`config.mk`:
```
export PLATFORM = sky130hd
export DESIGN_NAME = enemy_pursuit_fsm
export DESIGN_NICKNAME = d
export VERILOG_FILES = /design/src/rtl/enemy_pursuit_fsm.sv
export SDC_FILE = /design/constraint.sdc
export NUM_CORES = 1
export LEC_CHECK = 0
export CORE_ASPECT_RATIO = 1.4
export CORE_UTILIZATION = 24
export CTS_BUF_LIST = sky130_fd_sc_hd__clkbuf_2 sky130_fd_sc_hd__clkbuf_4 sky130_fd_sc_hd__clkbuf_8
export DETAILED_ROUTE_END_ITERATION = 8
export HOLD_SLACK_MARGIN = 0.12
export PLACE_DENSITY_LB_ADDON = 0.25
export SLEW_MARGIN = 0
export SYNTH_ARGS = -nofsm -noshare
export SYNTH_HDL_FRONTEND = slang
export SYNTH_SLANG_ARGS = --single-unit
```
`constraint.sdc`:
```
create_clock -name frame_clk -period 11.2 [get_ports frame_clk]
set_input_delay 2.24 -clock frame_clk [delete_from_list [all_inputs] [get_ports frame_clk]]
set_output_delay 2.24 -clock frame_clk [all_outputs]
set_load 0.005 [all_outputs]
```
`src/rtl/enemy_pursuit_fsm.sv`:
```
// Enemy car controller: chases the player or returns to spawn on a timed schedule,
// recovers from wall hits through TURN, and holds while the player is caught.
module enemy_pursuit_fsm #(
  parameter int START_X        = 320,
  parameter int START_Y        = 440,
  parameter int VELOCITY       = 1,
  parameter int MAP_W          = 1280,
  parameter int MAP_H          = 960,
  parameter int SIZE           = 16,
  parameter int DEADZONE       = 4,
  parameter int TURN_FRAMES    = 8,
  parameter int CHASE_FRAMES   = 420,
  parameter int SCATTER_FRAMES = 120
) (
  input  logic        frame_clk,
  input  logic        Reset,
  input  logic        enable,
  input  logic [10:0] player_x,
  input  logic [10:0] player_y,
  input  logic [4:0]  wall_hit,
  output logic [10:0] enemy_x,
  output logic [10:0] enemy_y,
  output logic [3:0]  enemy_dir,
  output logic        mode,
  output logic        caught
);

  typedef enum logic [1:0] {CHASE, SCATTER, TURN, HOLD} state_t;

  localparam logic [3:0] DIR_UP    = 4'b0001;
  localparam logic [3:0] DIR_DOWN  = 4'b0010;
  localparam logic [3:0] DIR_RIGHT = 4'b0100;
  localparam logic [3:0] DIR_LEFT  = 4'b1000;

  localparam logic signed [12:0] X_MIN = 13'(SIZE);
  localparam logic signed [12:0] X_MAX = 13'(MAP_W - 1 - SIZE);
  localparam logic signed [12:0] Y_MIN = 13'(SIZE);
  localparam logic signed [12:0] Y_MAX = 13'(MAP_H - 1 - SIZE);
  localparam logic signed [12:0] VEL   = 13'(VELOCITY);
  localparam logic [11:0]        DZ    = 12'(DEADZONE);
  localparam logic [11:0]        DZ2   = 12'(2 * DEADZONE);
  localparam logic [10:0]        HOME_X = 11'(START_X);
  localparam logic [10:0]        HOME_Y = 11'(START_Y);
  localparam logic [15:0]        TURN_LAST    = 16'(TURN_FRAMES - 1);
  localparam logic [15:0]        CHASE_LAST   = 16'(CHASE_FRAMES - 1);
  localparam logic [15:0]        SCATTER_LAST = 16'(SCATTER_FRAMES - 1);

  state_t      state_q, state_d;
  logic [10:0] x_q, x_d, y_q, y_d;
  logic [3:0]  dir_q, dir_d;
  logic        mode_q, mode_d;
  logic        caught_q, caught_d;
  logic [15:0] turn_cnt_q, turn_cnt_d;
  logic [15:0] mode_cnt_q, mode_cnt_d;

  // Differences are taken in 12-bit signed so a target left/above the enemy stays negative.
  function automatic logic signed [11:0] delta(input logic [10:0] to, input logic [10:0] from);
    return $signed({1'b0, to}) - $signed({1'b0, from});
  endfunction

  function automatic logic [11:0] mag(input logic signed [11:0] v);
    return v[11] ? 12'(-v) : 12'(v);
  endfunction

  function automatic logic [3:0] rotate_cw(input logic [3:0] d);
    case (d)
      DIR_UP:    return DIR_RIGHT;
      DIR_RIGHT: return DIR_DOWN;
      DIR_DOWN:  return DIR_LEFT;
      default:   return DIR_UP;
    endcase
  endfunction

  function automatic logic signed [12:0] step_x(input logic [3:0] d);
    case (d)
      DIR_RIGHT: return VEL;
      DIR_LEFT:  return -VEL;
      default:   return 13'sd0;
    endcase
  endfunction

  function automatic logic signed [12:0] step_y(input logic [3:0] d);
    case (d)
      DIR_DOWN: return VEL;
      DIR_UP:   return -VEL;
      default:  return 13'sd0;
    endcase
  endfunction

  function automatic logic [10:0] clamp(input logic signed [12:0] v,
                                        input logic signed [12:0] lo,
                                        input logic signed [12:0] hi);
    if (v < lo) return lo[10:0];
    if (v > hi) return hi[10:0];
    return v[10:0];
  endfunction

  always_ff @(posedge frame_clk or posedge Reset) begin
    if (Reset) begin
      state_q    <= CHASE;
      x_q        <= HOME_X;
      y_q        <= HOME_Y;
      dir_q      <= DIR_DOWN;
      mode_q     <= 1'b0;
      caught_q   <= 1'b0;
      turn_cnt_q <= '0;
      mode_cnt_q <= '0;
    end else begin
      state_q    <= state_d;
      x_q        <= x_d;
      y_q        <= y_d;
      dir_q      <= dir_d;
      mode_q     <= mode_d;
      caught_q   <= caught_d;
      turn_cnt_q <= turn_cnt_d;
      mode_cnt_q <= mode_cnt_d;
    end
  end

  logic signed [11:0] pdx, pdy, dx, dy;
  logic [11:0]        apdx, apdy, adx, ady;
  logic [10:0]        tx, ty;
  logic [3:0]         steer_dir, move_dir;
  logic               steer_move, do_move, caught_hit, released, out_of_range;
  logic signed [12:0] cand_x, cand_y, back_x, back_y;

  always_comb begin
    state_d    = state_q;
    x_d        = x_q;
    y_d        = y_q;
    dir_d      = dir_q;
    mode_d     = mode_q;
    caught_d   = caught_q;
    turn_cnt_d = turn_cnt_q;
    mode_cnt_d = mode_cnt_q;

    pdx  = delta(player_x, x_q);
    pdy  = delta(player_y, y_q);
    apdx = mag(pdx);
    apdy = mag(pdy);
    caught_hit = (apdx <= DZ) && (apdy <= DZ);
    released   = (apdx > DZ2) || (apdy > DZ2);

    tx  = (state_q == SCATTER) ? HOME_X : player_x;
    ty  = (state_q == SCATTER) ? HOME_Y : player_y;
    dx  = delta(tx, x_q);
    dy  = delta(ty, y_q);
    adx = mag(dx);
    ady = mag(dy);

    steer_dir  = dir_q;
    steer_move = 1'b0;
    if ((adx >= ady) && (adx > DZ)) begin
      steer_dir  = dx[11] ? DIR_LEFT : DIR_RIGHT;
      steer_move = 1'b1;
    end else if (ady > DZ) begin
      steer_dir  = dy[11] ? DIR_UP : DIR_DOWN;
      steer_move = 1'b1;
    end

    move_dir = (state_q == TURN) ? dir_q : steer_dir;
    do_move  = (state_q == TURN) || steer_move;
    cand_x   = $signed({2'b00, x_q}) + (do_move ? step_x(move_dir) : 13'sd0);
    cand_y   = $signed({2'b00, y_q}) + (do_move ? step_y(move_dir) : 13'sd0);
    back_x   = $signed({2'b00, x_q}) - step_x(dir_q);
    back_y   = $signed({2'b00, y_q}) - step_y(dir_q);
    out_of_range = (cand_x < X_MIN) || (cand_x > X_MAX) ||
                   (cand_y < Y_MIN) || (cand_y > Y_MAX);

    if (enable) begin
      if (caught_hit) begin
        state_d  = HOLD;
        caught_d = 1'b1;
      end else if (state_q == HOLD) begin
        if (released) begin
          state_d  = CHASE;
          caught_d = 1'b0;
        end
      end else if (wall_hit != 5'd0) begin
        x_d        = clamp(back_x, X_MIN, X_MAX);
        y_d        = clamp(back_y, Y_MIN, Y_MAX);
        dir_d      = rotate_cw(dir_q);
        state_d    = TURN;
        turn_cnt_d = '0;
      end else if (out_of_range) begin
        x_d        = clamp(cand_x, X_MIN, X_MAX);
        y_d        = clamp(cand_y, Y_MIN, Y_MAX);
        dir_d      = rotate_cw(move_dir);
        state_d    = TURN;
        turn_cnt_d = '0;
      end else begin
        x_d   = cand_x[10:0];
        y_d   = cand_y[10:0];
        dir_d = move_dir;
        if (state_q == TURN) begin
          if (turn_cnt_q == TURN_LAST) begin
            state_d    = mode_q ? SCATTER : CHASE;
            turn_cnt_d = '0;
          end else begin
            turn_cnt_d = turn_cnt_q + 16'd1;
          end
        end
      end

      // A mode flip only redirects the steering states; TURN and HOLD finish on their own.
      if (state_q != HOLD) begin
        if (mode_cnt_q == (mode_q ? SCATTER_LAST : CHASE_LAST)) begin
          mode_d     = ~mode_q;
          mode_cnt_d = '0;
          if ((state_d == CHASE) || (state_d == SCATTER))
            state_d = mode_d ? SCATTER : CHASE;
        end else begin
          mode_cnt_d = mode_cnt_q + 16'd1;
        end
      end
    end
  end

  always_comb begin
    enemy_x   = x_q;
    enemy_y   = y_q;
    enemy_dir = dir_q;
    mode      = mode_q;
    caught    = caught_q;
  end

endmodule
```
# Word-level counts from Yosys, hierarchy flattened
# Index checks and enable logic that the tools add are counted.
# word_totals
register_bits	62
word_cells	186
# classes
addsub	14
magnitude_cmp	15
n_eq_ne	15
n_mux	113
bitwise	3
n_reduce_logical	18
# ops
operator	n
11-bit 2-to-1 mux	22
13-bit case mux with 2 select lines	4
16-bit 2-to-1 mux	5
1-bit 2-to-1 mux	55
13-bit by 6-bit < comparator with 1-bit output, second input constant	4
12-bit 2-to-1 mux	4
12-bit negation	4
11-bit by 11-bit subtractor with 12-bit output	4
16-bit by 1-bit adder with 16-bit output, second input constant	2
12-bit by 13-bit adder with 13-bit output	2
13-bit by 11-bit > comparator with 1-bit output, second input constant	2
13-bit by 12-bit > comparator with 1-bit output, second input constant	2
13-bit 2-to-1 mux	2
12-bit by 13-bit subtractor with 13-bit output	2
12-bit by 3-bit > comparator with 1-bit output, second input constant	2
12-bit by 4-bit > comparator with 1-bit output, second input constant	2
12-bit by 3-bit less-or-equal comparator with 1-bit output, second input constant	2
2-bit 2-to-1 mux	12
4-bit 2-to-1 mux	6
4-bit case mux with 3 select lines	2
16-bit by 3-bit == test with 1-bit output, second input constant	1
16-bit by 9-bit == test with 1-bit output	1
12-bit greater-or-equal comparator	1
9-bit 2-to-1 mux	1
17 further kinds	34

# Logic depth before layout (Yosys ltp)
# Gate-level depths: netlist of run 1.
# logic_depth
ltp_word	32
depth_mapped	42
mapped_depth_nobuf	40

# Worst setup path before layout of run 1
# No wires, ideal clock.
# synth_timing
path_kind	input to register
startpoint	input player_y[0]
endpoint	register state_q[1]
setup_ns	0.133
t_arrival_ns	9.097
t_required_ns	11.067
slack_ns	1.970
stages	36
path_cell_list	nand2_1 ha_1 inv_1 fa_1 a211oi_1 nor2_1 xor2_1 nor3_1 nand3_1 o21ai_0 xor2_1 ha_1 or3_1 o31a_1 inv_1 a31oi_1 a211oi_2 nor2_2 nor3_1 nor2_1 ha_1 fa_1 a21o_1 a21oi_1 o21bai_1 a21oi_1 o21ai_0 a31o_2 xnor2_1 o211ai_1 nor3_1 o21ai_4 and2_1 buf_6 a2111oi_0 nor2_1
# synth_via
elab_chain_cells	26
elab_cells_between_ends	50
cone_classes	6 x add/sub; 8 x order compare; 5 x eq/ne; 22 x mux; 9 x reduce/logical
# synth_rtl
element	line_no	source
start: declaration	19	input logic [10:0] player_y,
11-bit 2-to-1 mux	145	ty = (state_q == SCATTER) ? HOME_Y : player_y;
11-bit by 11-bit subtractor with 12-bit output	58	return $signed({1'b0, to}) - $signed({1'b0, from});
12-bit negation	62	return v[11] ? 12'(-v) : 12'(v);
12-bit 2-to-1 mux	62	
12-bit by 3-bit > comparator with 1-bit output / 12-bit greater-or-equal comparator (equally long branches)	156, 153	
4-bit 2-to-1 mux / 1-bit logical AND (equally long branches)	156, 153	
4-bit 2-to-1 mux	153	if ((adx >= ady) && (adx > DZ)) begin
4-bit 2-to-1 mux	161	move_dir = (state_q == TURN) ? dir_q : steer_dir;
[10 not listed]	n/a	
2-bit 2-to-1 mux	174	end else if (state_q == HOLD) begin
2-bit 2-to-1 mux (*)	171	if (caught_hit) begin
2-bit 2-to-1 mux (*)	170	if (enable) begin
2-bit by 1-bit == test with 1-bit output / 2-bit logical NOT (equally long branches)	210	if ((state_d == CHASE) || (state_d == SCATTER))
1-bit logical OR	210	
2-bit 2-to-1 mux	210	
2-bit 2-to-1 mux	207	if (mode_cnt_q == (mode_q ? SCATTER_LAST : CHASE_LAST)) begin
2-bit 2-to-1 mux (*)	206	if (state_q != HOLD) begin
end signal: assignment	109	state_q <= state_d;
end: declaration	48	state_t state_q, state_d;
# Every way passes the cells marked *; elsewhere a longest branch is shown, timed or not. The select of a mux whose other input is x is not followed.
# A chain may end at the register's enable or synchronous reset.

# Worst setup path after layout of run 1
# layout_timing
startpoint	input player_y[0]
endpoint	register state_q[0]
# Same word-level chain as after synthesis.

==> results.md, run 1 <==
* Core area at 0.04129 sq mm
* Post-route DRC at 0
* Post-Syn Area at roughly 0.010 sq mm
* Detailed-route via count at 9983
* Post-Synth Adder-Cell Area at 14.87%
* Die Wd at roughly 180 um
* CTS tree: built
* Startpoint types: input port
* FF-to-FF End: state_q[0]
* DP Wirelength at about 26 mm
* Reg2reg start: state_q[0]
* Final setup violation count at 0
* Global Route met2 Usage at between 20% and 30%
* Max incr delay on CP at between 0.5 and 0.6 ns
* Yosys warnings at 0
* Flop-to-flop setup slack at around 2.1 ns
* Initial DRC Count at approximately 460
* Number of setup buffers added after CTS at 0
* Seq/Total Area, Yosys at about 15%
* Cts bufs inserted at 9
* Resize count post-CTS at 0
* Final nets at approximately 1.5k
* Die ar. at ~0.043 sq mm
* Hold slack at about 0.48 ns
* Antenna-violating nets left at 0
* Worst endpoint required time at 11.48 ns
* CTS Buffer Depth at 2
* GR peak layer: met2
* Worst-Skew Late Latency at slightly below 0.4 ns
* Finished Layout Cells at roughly 1.9k
* Final Cycle Share at a little over 90%
* Post-synthesis async set-or-reset flop share at 100.0%
* GRT Resource Usage Total at around 15%
* Slew Limit Headroom at a little under a third
* Critical path endpoint category: flip-flop
* Antenna cells at 0
* Placed cells at approximately 1.9k
* Initial Util at about 24%
* Data arrival time of the worst path at 10.73 ns
* Hold path cells at 1
* Min-delay src: mode_cnt_q[15]
* Status: complete, no violations
* Port bufs at 57
* I/O pins at 58
* Post-synthesis mux area share at 2.246%
* Hold endpoint: mode_cnt_q[15]
* Vias per cell at 5.296
* First-pass GRT wire length at ~51 mm
* Min-delay worst type: flip-flop to flip-flop
* Routed wire length at between 30 and 40 mm
* Largest net degree at the start of global routing at between 60 and 70
* Max frequency at 95.72 MHz
* Htree depth at 3
* Cells after Synth at approximately 1.3k
* Worst reg-to-reg path cell count at 36
* Worst-Margin Slew at slightly above 1 ns
* Critical path type: input port to flip-flop
* FP Rows at 88
* Synth unique cells at around 100
* Post-synthesis compound-gate area fraction at about a third
* Final setup TNS at 0 ns
* Fin crit period at approximately 10 ns
* Largest family of logic cells by synthesized area: compound AO/OA/AOI/OAI gates
* Max Clock Skew at about 0.015 ns
* Vias in the first global route at just under 10k
* Die height at around 240 um
* EDFF count, synth at 0
* Met3 usage at between 1 and 1.5%
* Hold Buf Count CTS at 0
* Initial antenna violation count at 0
* Layout cell share with drive strength beyond 1 at approximately 6.8%
* Final Max Slew Viols at 0
* Synth Flop Type: dfrtp_1
* CTS root buf: clkbuf_8
* Slowest CP cell: a211oi_4
* Area growth syn-to-layout at 13.27%
* Unrepaired setup endpoints after global routing: no
* CP Max Fanout at 12
* Final core occ at 27.65%
* CTS clock-pin slew for the worst setup and hold paths at around 0.08 ns
* Post-Synth XOR/XNOR Area at about 8.1%
* Crit path from: player_y[0]
* Max-cap viol count at 0
* # clock sinks at 62
* Fin. Hold Viols at 0
* Routed length per placed instance at about 17 um
* Syn avg cell area at 7.767 sq um
* Grt ovf at 0
* M1 GR Usage at about 17%
* Seq cells post-synth at 62
* Gpl congestion at 0.8979
* Post-synthesis simple-gate area fraction at approximately 23%
* DR pass1 iterations at 8
* Net Count, Synth at around 1.4k
cell usage in the layout (no fill, tap or decap), drive strengths merged, types with 14 or more instances in the layout:
cell type	n
clkdlybuf4s50	57
o21bai	21
nor2	94
nor2b	18
o21ai	85
a211oi	28
xnor2	59
and2	25
and3	16
nand2b	27
o211ai	19
nor4	14
a21o	42
or2	15
nor3	50
ha	107
dfrtp	54
o21a	26
inv	77
nand2	89
nand3	42
a21oi	99
xor2	33
kinds of logic (layout without fill, tap and decap cells):
group / after synthesis / count (layout)
buffers and inverters: 112 / 159
AO/OA/AOI/OAI: 455 / 455
flip-flops: 62 / 62
multiplexers: 20 / 20
XOR/XNOR: 92 / 92
adder cells (fa/ha/maj): 115 / 115
AND/OR/NAND/NOR: 442 / 442
layout make-up:
cell class | instances | area [sq um]
fillers | 4461 | 29870
multi-input cells | 1124 | 8064
flip-flops and latches | 62 | 1562
well taps | 540 | 675.6
repair buffers | 67 | 645.6
inverters | 77 | 289.0
clock buffers | 11 | 151.4
clock inverters | 4 | 31.28
Yosys cell counts (6+ instances only):
cell,count,area share [%]
o21a_1,26,1.9
dfstp_2,8,2.1
dfrtp_1,54,13
a22o_1,13,1.1
or2_2,11,0.68
and3_1,16,0.99
a21boi_0,7,0.52
a211oi_1,24,1.8
xor2_1,33,2.9
nand2_1,88,3.3
buf_2,14,0.70
o21ai_0,79,3.9
o31ai_1,7,0.52
nand4_1,13,0.81
o31a_1,7,0.61
mux2_2,10,1.1
a21o_1,41,3.1
nand2b_1,27,1.7
a41oi_1,6,0.52
o211ai_1,16,1.2
a21oi_1,98,4.9
nor4_1,11,0.68
nor2_1,91,3.4
clkbuf_1,15,0.56
fa_1,8,1.6
nor3_1,48,2.4
mux2i_1,7,0.70
inv_1,75,2.8
ha_1,107,13
nand3_1,41,2.0
nor2b_1,18,1.1
o21bai_1,21,1.6
o22ai_1,9,0.56
a22oi_1,7,0.52
xnor2_1,58,5.0
o2111ai_1,6,0.52
a31oi_1,12,0.74
or3_1,10,0.62
and2_1,25,1.6
sequential cells by signal, indices dropped and copies added (netlist names):
signal,count
mode,1
state_q,2
enemy_y,11
turn_cnt_q,16
mode_cnt_q,16
enemy_x,11
enemy_dir,4
caught,1
through the flow:
step	cell area, sq um	setup slack, ns
2_1_floorplan	10080	1.970
3_3_place_gp	11240	0.4691
3_5_place_dp	11240	0.3408
4_1_cts	11420	0.7297
5_1_grt	11420	0.04796
6_report	11420	0.7530
layer usage:
metal  share of wire (%)  vias up
met3                 2.4       49
met4                 3.8        0
met5                   0        -
met1                  43     4812
met2                  51      172
li1                    -     4950
critical path, delay by kind of cell:
| family | cells | cell delay (ns) |
|---|---|---|
| simple gates | 12 | 2.42 |
| compound gates | 13 | 3.45 |
| xor+xnor | 3 | 0.60 |
| fa+ha+maj | 5 | 1.41 |
| buf+inv | 3 | 0.59 |
worst max path at each step:
stage	to	slack (ns)	cells past startpoint
5_1_grt	state_q[0]	0.05	36
4_1_cts	turn_cnt_q[8]	0.73	37
3_3_place_gp	turn_cnt_q[8]	0.47	37
6_report	state_q[0]	0.75	36
2_1_floorplan	state_q[1]	1.97	36
3_5_place_dp	state_q[0]	0.34	36
Power of run 1 is not shown: default switching activity piles up to over one toggle a cycle in this logic, so the estimate is an artifact.
==> inputs of run 2 (changes only) <==
--- a/config.mk
+++ b/config.mk
@@ -5,9 +5,9 @@
 export SDC_FILE = /design/constraint.sdc
 export NUM_CORES = 1
 export LEC_CHECK = 0
+export ABC_AREA = 1
 export CORE_ASPECT_RATIO = 1.4
 export CORE_UTILIZATION = 24
-export CTS_BUF_LIST = sky130_fd_sc_hd__clkbuf_2 sky130_fd_sc_hd__clkbuf_4 sky130_fd_sc_hd__clkbuf_8
 export DETAILED_ROUTE_END_ITERATION = 8
 export HOLD_SLACK_MARGIN = 0.12
 export PLACE_DENSITY_LB_ADDON = 0.25
==> results.md, run 2 <==
* Flop-to-flop setup slack at 2.23 ns (+0.13 ns)
* Gpl congestion at 0.8781 (-2.2%)
* Status: complete, no violations
* DR pass1 iterations at 5 (-3)
* Port bufs at 57 (unchanged)
* Worst-Margin Slew at 0.8246 ns (-0.1944 ns)
* CTS clock-pin slew for the worst setup and hold paths at 0.06 ns (-0.02 ns)
* Data arrival time of the worst path at 10.13 ns (-0.60 ns)
* Slew Limit Headroom at 45.03% (+14 points)
* Largest area contributor in the netlist: dfrtp_1
* Synth Flop Type: dfrtp_1
* Layout cell share with drive strength beyond 1 at 7.683% (+0.84 points)
* CP dominant cell by count: nand2_1
* Hold endpoint: mode_cnt_q[12]
* Hold path cells at 1 (unchanged)
* EDFF count, synth at 0 (unchanged)
* Final setup TNS at 0 ns (unchanged)
* Critical path type: input port to flip-flop
* Fin crit period at 9.893 ns (-0.5545 ns)
* Biggest regs: mode_cnt_q: 16 flops, turn_cnt_q: 16 flops
* Final setup violation count at 0 (unchanged)
* Core area at 0.04049 sq mm (-1.9%)
* I/O pins at 58 (unchanged)
* Peak VDD IR at around 0.079 mV
* CP bufs+invs at 2 (-1)
* Detailed-route via count at 9926 (-0.57%)
* CTS Buffer Depth at 2 (unchanged)
* Cells after Synth at 1540 (+19%)
* Post-synthesis async set-or-reset flop share at 100.0% (unchanged)
* Startpoint types: input port
* Die height at 242.7 um (-0.72%)
* Antenna-violating nets left at 0 (unchanged)
* CTS tree: built
* Worst-Skew Late Latency at 0.34 ns (-0.05 ns)
* Post-synthesis simple-gate area fraction at 33.90% (+11 points)
* Area growth syn-to-layout at 15.03%
* Grt ovf at 0 (unchanged)
* Post-Synth Adder-Cell Area at 15.09% (+0.22 points)
* FP Rows at 87 (-1.1%)
* Reg2reg start: state_q[1]
* Initial antenna violation count at 0 (unchanged)
* Setup ws final at 1.307 ns (+0.5545 ns)
* Worst endpoint required time at 11.43 ns (-0.05 ns)
* Post-synth top cells: 311 x nand2_1, 272 x inv_1, 118 x nor2_1, 112 x nand3_1, 107 x ha_1
* Htree depth at 3 (unchanged)
* GRT Resource Usage Total at 14.12% (-0.71 points)
* Post-synthesis compound-gate area fraction at 15.69% (-16 points)
* # clock sinks at 62 (unchanged)
* Synth unique cells at 54 (-47%)
* Die Wd at 174.0 um (-0.72%)
* Fin. Hold Viols at 0 (unchanged)
* Final Cycle Share at 88.33% (-5.0 points)
* Initial DRC Count at 338 (-27%)
* Pre-CTS WS at 0.9523 ns (+0.6115 ns)
* Initial Util at 24.53% (+0.12 points)
* P_leak at just under 6 nW
* Final Max Slew Viols at 0 (unchanged)
* Area of the multi-input gates at 0.007196 sq mm (-11%)
* Largest cells by area after synthesis: dfrtp_1 14%, ha_1 13%, nand2_1 12%
* Slowest CP cell: nor2_4
* CP Max Fanout at 23 (+11)
* Routed wire length at 29.63 mm (-6.6%)
* Largest family of logic cells by synthesized area: simple AND/OR/NAND/NOR gates
* Max-cap viol count at 0 (unchanged)
* Yosys warnings at 0 (unchanged)
* Post-synthesis mux area share at 0% (-2.2 points)
* Max Clock Skew at 0.008546 ns (-0.006741 ns)
* Post-Synth XOR/XNOR Area at 7.746% (-0.32 points)
* Resize count post-CTS at 0 (unchanged)
* Post-Syn Area at 0.009935 sq mm (-1.5%)
* Yosys top cell area share at 13.60% (+0.20 points)
* Worst reg-to-reg path cell count at 50 (+39%)
* Number of setup buffers added after CTS at 0 (unchanged)
* Antenna cells at 0 (unchanged)
* Hold slack at 0.4703 ns (-0.009726 ns)
* Seq/Total Area, Yosys at 15.72% (+0.23 points)
* Crit path from: player_y[8]
* CTS root buf: clkbuf_16
* Sequential cell area at 0.001562 sq mm (unchanged)
* Routed length per placed instance at 13.88 um (-18%)
* DP Wirelength at 24.87 mm (-2.5%)
* Max incr delay on CP at 0.51 ns (-0.05 ns)
* Die ar. at 0.04222 sq mm (-1.4%)
* Crit path max-delay family: simple AND/OR/NAND/NOR gates
* Vias per cell at 4.649 (-12%)
* Net Count, Synth at 1685 (+17%)
* Unrepaired setup endpoints after global routing: no
* Commonest non-fill, non-tap cells in the layout: 311 x nand2_1, 271 x inv_1, 118 x nor2_1, 112 x nand3_1, 107 x ha_1
* Most common cell after layout, fill and taps aside: nand2_1
* Min-delay worst type: flip-flop to flip-flop
* Max frequency at 101.1 MHz (+5.6%)
* FILL cells at 4526 (+1.5%)
* Critical path endpoint category: flip-flop
* FF-to-FF End: turn_cnt_q[3]
* Most frequent cell after synthesis: nand2_1
* Largest net degree at the start of global routing at 63 (unchanged)
* Final nets at 1741 (+17%)
* Syn avg cell area at 6.451 sq um (-17%)
* Min-delay src: mode_cnt_q[12]
* First-pass GRT wire length at 48.52 mm (-4.5%)
* Cts bufs inserted at 9 (unchanged)
* Hold Buf Count CTS at 0 (unchanged)
* PwrDens at roughly 300 mW/mm^2
* Seq cells post-synth at 62 (unchanged)
* Post-route DRC at 0 (unchanged)
* Vias in the first global route at 10.09k (+4.0%)
[run 2: cell count changes in the layout (fill, tap and decap cells not counted), sizes merged, moves of 18 or more]
| cell | before | now |
|---|---|---|
| a211oi | 28 | 2 |
| a21o | 42 | 9 |
| inv | 77 | 286 |
| nand2 | 89 | 328 |
| nand2b | 27 | 0 |
| nand3 | 42 | 123 |
| nand4 | 13 | 52 |
| nor2 | 94 | 133 |
| nor2b | 18 | 0 |
| o21a | 26 | 2 |
| xnor2 | 59 | 16 |
| xor2 | 33 | 71 |
[run 2: layout make-up]
type	instances	share of cell area, %
multi-input cells	1175	62.97
flip-flops and latches	62	13.66
inverters	287	9.427
well taps	534	5.847
repair buffers	61	5.256
clock buffers	10	2.004
clock inverters	6	0.8321
[run 2: cells by family (layout without fill, tap and decap cells)]
| kind of cell | Yosys count | after routing |
|---|---|---|
| XOR/XNOR | 87 | 87 |
| adder cells (fa/ha/maj) | 115 | 115 |
| AND/OR/NAND/NOR | 713 | 713 |
| buffers and inverters | 303 | 364 |
| AO/OA/AOI/OAI | 260 | 260 |
| flip-flops | 62 | 62 |
[run 2: worst register-to-register path, delay by kind of cell (launching register included)]
family	cells	cell delay, ns
adder cells (fa/ha/maj)	4	1.24
XOR/XNOR	1	0.16
AO/OA/AOI/OAI	15	2.46
AND/OR/NAND/NOR	26	3.90
flip-flops	1	0.49
buffers and inverters	4	0.64
[run 2: worst max-delay path by stage]
stage	end	slack, ns	cells after the start
after global placement	turn_cnt_q[3]	1.10	46
after floorplan	turn_cnt_q[6]	2.65	48
final	turn_cnt_q[3]	1.31	46
after global routing	turn_cnt_q[3]	0.32	48
after CTS	turn_cnt_q[3]	1.29	46
after detailed placement	turn_cnt_q[3]	0.95	48
[run 2: per-layer routing]
| layer | vias up | routed length [um] | share of wire, % | GRT usage [%] |
|---|---|---|---|---|
| met1 | 4554 | 11920 | 40 | 14.95 |
| met4 | 0 | 948 | 3.2 | 5.753 |
| met2 | 144 | 16060 | 54 | 28.21 |
| met3 | 46 | 700 | 2.4 | 0.9712 |
| met5 | - | 0 | 0 | 0 |
| li1 | 5182 | - | - | - |
[run 2: power breakdown]
group          internal, mW  leakage [nW]  switching, mW
Combinational         0.965          4.87           1.65
Sequential            0.298         0.744          0.113
Clock                 0.197         0.157          0.110
Total                  1.46          5.77           1.88
[run 2: through the flow]
step	cell area (sq um)	cells	util [%]	power (mW)
finish	11430	2135	28.22	3.336
global route	11430	2135	28.22	3.735
CTS	11430	2135	28.22	3.372
detailed placement	11100	2119	27.42	3.041
global placement	11100	2119	27.42	3.022
floorplan	9935	1540	-	2.375
(Power assumes the default switching activity.)
==> inputs of run 3 (changes only) <==
--- a/config.mk
+++ b/config.mk
@@ -9,6 +9,8 @@
 export CORE_ASPECT_RATIO = 1.4
 export CORE_UTILIZATION = 24
 export DETAILED_ROUTE_END_ITERATION = 8
+export GPL_ROUTABILITY_DRIVEN = 0
+export GPL_TIMING_DRIVEN = 0
 export HOLD_SLACK_MARGIN = 0.12
 export PLACE_DENSITY_LB_ADDON = 0.25
 export SLEW_MARGIN = 0
==> constraint.sdc (replaced) <==
create_clock -name frame_clk -period 11.2 [get_ports frame_clk]
set_input_delay 2.24 -clock frame_clk [delete_from_list [all_inputs] [get_ports frame_clk]]
set_output_delay 2.24 -clock frame_clk [all_outputs]
set_load 0.05 [all_outputs]
==> results.md, run 3 (synthesis gave the netlist of run 2 again) <==
* Final Max Slew Viols at 0 (unchanged)
* Finished Layout Cells at 2147 (+0.56%)
* Detailed-route via count at 9905 (-0.21%)
* Min-delay worst type: flip-flop to flip-flop
* Post-route DRC at 0 (unchanged)
* Slew Limit Headroom at 34.20% (-11 points)
* Crit path from: player_y[5]
* I/O pins at 58 (unchanged)
* Setup ws final at 1.146 ns (-0.1614 ns)
* Critical path endpoint category: flip-flop
* P_leak at 5.795 nW (+0.49%)
* DP Wirelength at 25.16 mm (+1.2%)
* Die Wd at 174.0 um (unchanged)
* CTS root buf: clkbuf_16
* Antenna-violating nets left at 0 (unchanged)
* Biggest regs: mode_cnt_q: 16 flops, turn_cnt_q: 16 flops
* Design area at 0.01147 sq mm (+0.37%)
* Most common cell after layout, fill and taps aside: nand2_1
* Area of the multi-input gates at 0.007196 sq mm (unchanged)
* Min-delay src: mode_cnt_q[12]
* Initial DRC Count at 467 (+38%)
* Grt ovf at 0 (unchanged)
* Resize count post-CTS at 0 (unchanged)
* Data arrival time of the worst path at 10.31 ns (+0.18 ns)
* Hold slack at 0.4676 ns (-0.002637 ns)
* Fin crit period at 10.05 ns (+0.1614 ns)
* Htree depth at 3 (unchanged)
* Critical path type: input port to flip-flop
* Initial antenna violation count at 0 (unchanged)
* Final Cycle Share at 89.77% (+1.4 points)
* Placed cells at 2131 (+0.57%)
* Number of setup buffers added after CTS at 0 (unchanged)
* CTS tree: built
* Cts bufs inserted at 9 (unchanged)
* Reg2reg start: state_q[1]
* Max Clock Skew at 0.009149 ns (+0.0006029 ns)
* GRT Resource Usage Total at 14.20% (+0.086 points)
* Worst endpoint required time at 11.46 ns (+0.03 ns)
* CP Max Fanout at 10 (-57%)
* Antenna cells at 0 (unchanged)
* Vias in the first global route at 9957 (-1.3%)
* CTS Buffer Depth at 2 (unchanged)
* Core area at 0.04049 sq mm (unchanged)
* Pre-CTS WS at 0.7040 ns (-0.2483 ns)
* Port bufs at 57 (unchanged)
* Worst-Skew Late Latency at 0.34 ns (about the same)
* # clock sinks at 62 (unchanged)
* Routed length per placed instance at 13.77 um (-0.76%)
* Vias per cell at 4.613 (-0.77%)
* Final setup TNS at 0 ns (unchanged)
* First-pass GRT wire length at 48.61 mm (+0.19%)
* Hold Buf Count CTS at 0 (unchanged)
* Slowest CP cell: clkdlybuf4s50_1
* Routed wire length at 29.57 mm (-0.20%)
* Startpoint types: input port
* Commonest non-fill, non-tap cells in the layout: 311 x nand2_1, 271 x inv_1, 118 x nor2_1, 112 x nand3_1, 107 x ha_1
* Area growth syn-to-layout at 15.45%
* CTS clock-pin slew for the worst setup and hold paths at 0.06 ns (about the same)
* FP Rows at 87 (unchanged)
* Max-cap viol count at 0 (unchanged)
* PwrDens at 300.7 mW/mm^2 (+3.0%)
* Unrepaired setup endpoints after global routing: no
* Die height at 242.7 um (unchanged)
* Status: complete, no violations
* Final nets at 1753 (+0.69%)
* Final setup violation count at 0 (unchanged)
* Flop-to-flop setup slack at 2.22 ns (about the same)
* Worst-Margin Slew at 0.9794 ns (+0.1549 ns)
* Max incr delay on CP at 0.45 ns (-0.06 ns)
* FILL cells at 4471 (-1.2%)
* Max frequency at 99.46 MHz (-1.6%)
* Placed Area at 0.01118 sq mm (+0.65%)
* Overall power at 3.449 mW (+3.4%)
* Die ar. at 0.04222 sq mm (unchanged)
* CP dominant cell by count: nand2_1
* Largest net degree at the start of global routing at 63 (unchanged)
* Final core occ at 28.32% (+0.11 points)
* DR pass1 iterations at 7 (+2)
* Initial Util at 24.53% (unchanged)
* Layout cell share with drive strength beyond 1 at 8.060% (+0.38 points)
* Peak VDD IR at 0.08048 mV (+2.2%)
* Fin. Hold Viols at 0 (unchanged)
* Sequential cell area at 0.001562 sq mm (unchanged)
==> run 3: cell count changes in the layout (fill, tap and decap cells not counted), sizes merged <==
cell,change
inv,-1
buf,+8
bufinv,-1
clkinv,-1
clkbuf,+6
clkinvlp,+1
==> run 3: worst paths after layout <==
check,endpoint,depth (start not counted)
worst max register to register,turn_cnt_q[10],50
worst min register to register,mode_cnt_q[12],1
worst max-delay path,turn_cnt_q[10],49
max in group asynchronous,enemy_x[7],2
min in group asynchronous,turn_cnt_q[4],2
worst min-delay path,mode_cnt_q[12],1
==> run 3: final cells by class <==
class | instances | area share, %
Sequential cell | 62 | 13.61
Clock buffer | 12 | 2.149
Clock inverter | 4 | 0.4145
Buffer | 16 | 0.8727
Timing Repair Buffer | 57 | 4.974
Multi-Input combinational cell | 1175 | 62.74
Inverter | 287 | 9.414
Tap cell | 534 | 5.825
==> run 3: where the power goes <==
group | switching, mW | leakage [nW] | internal [mW]
registers | 0.106 | 0.744 | 0.299
clock network | 0.106 | 0.143 | 0.178
logic | 1.79 | 4.91 | 0.975
total | 2.00 | 5.79 | 1.45
==> run 3: metal layers <==
metal | track usage (%) | share of wire [%]
met1 | 14.60 | 40
met2 | 28.41 | 54
met3 | 1.316 | 2.1
met4 | 6.373 | 3.7
met5 | 0 | 0
==> run 3: critical path, delay by kind of cell <==
family                     cells  cell delay, ns
adders and majority gates      4            1.25
buffers and inverters          5            0.92
and+or+nand+nor               23            2.90
xor gates and xnor gates       1            0.20
AOI/OAI and AO/OA             16            2.77
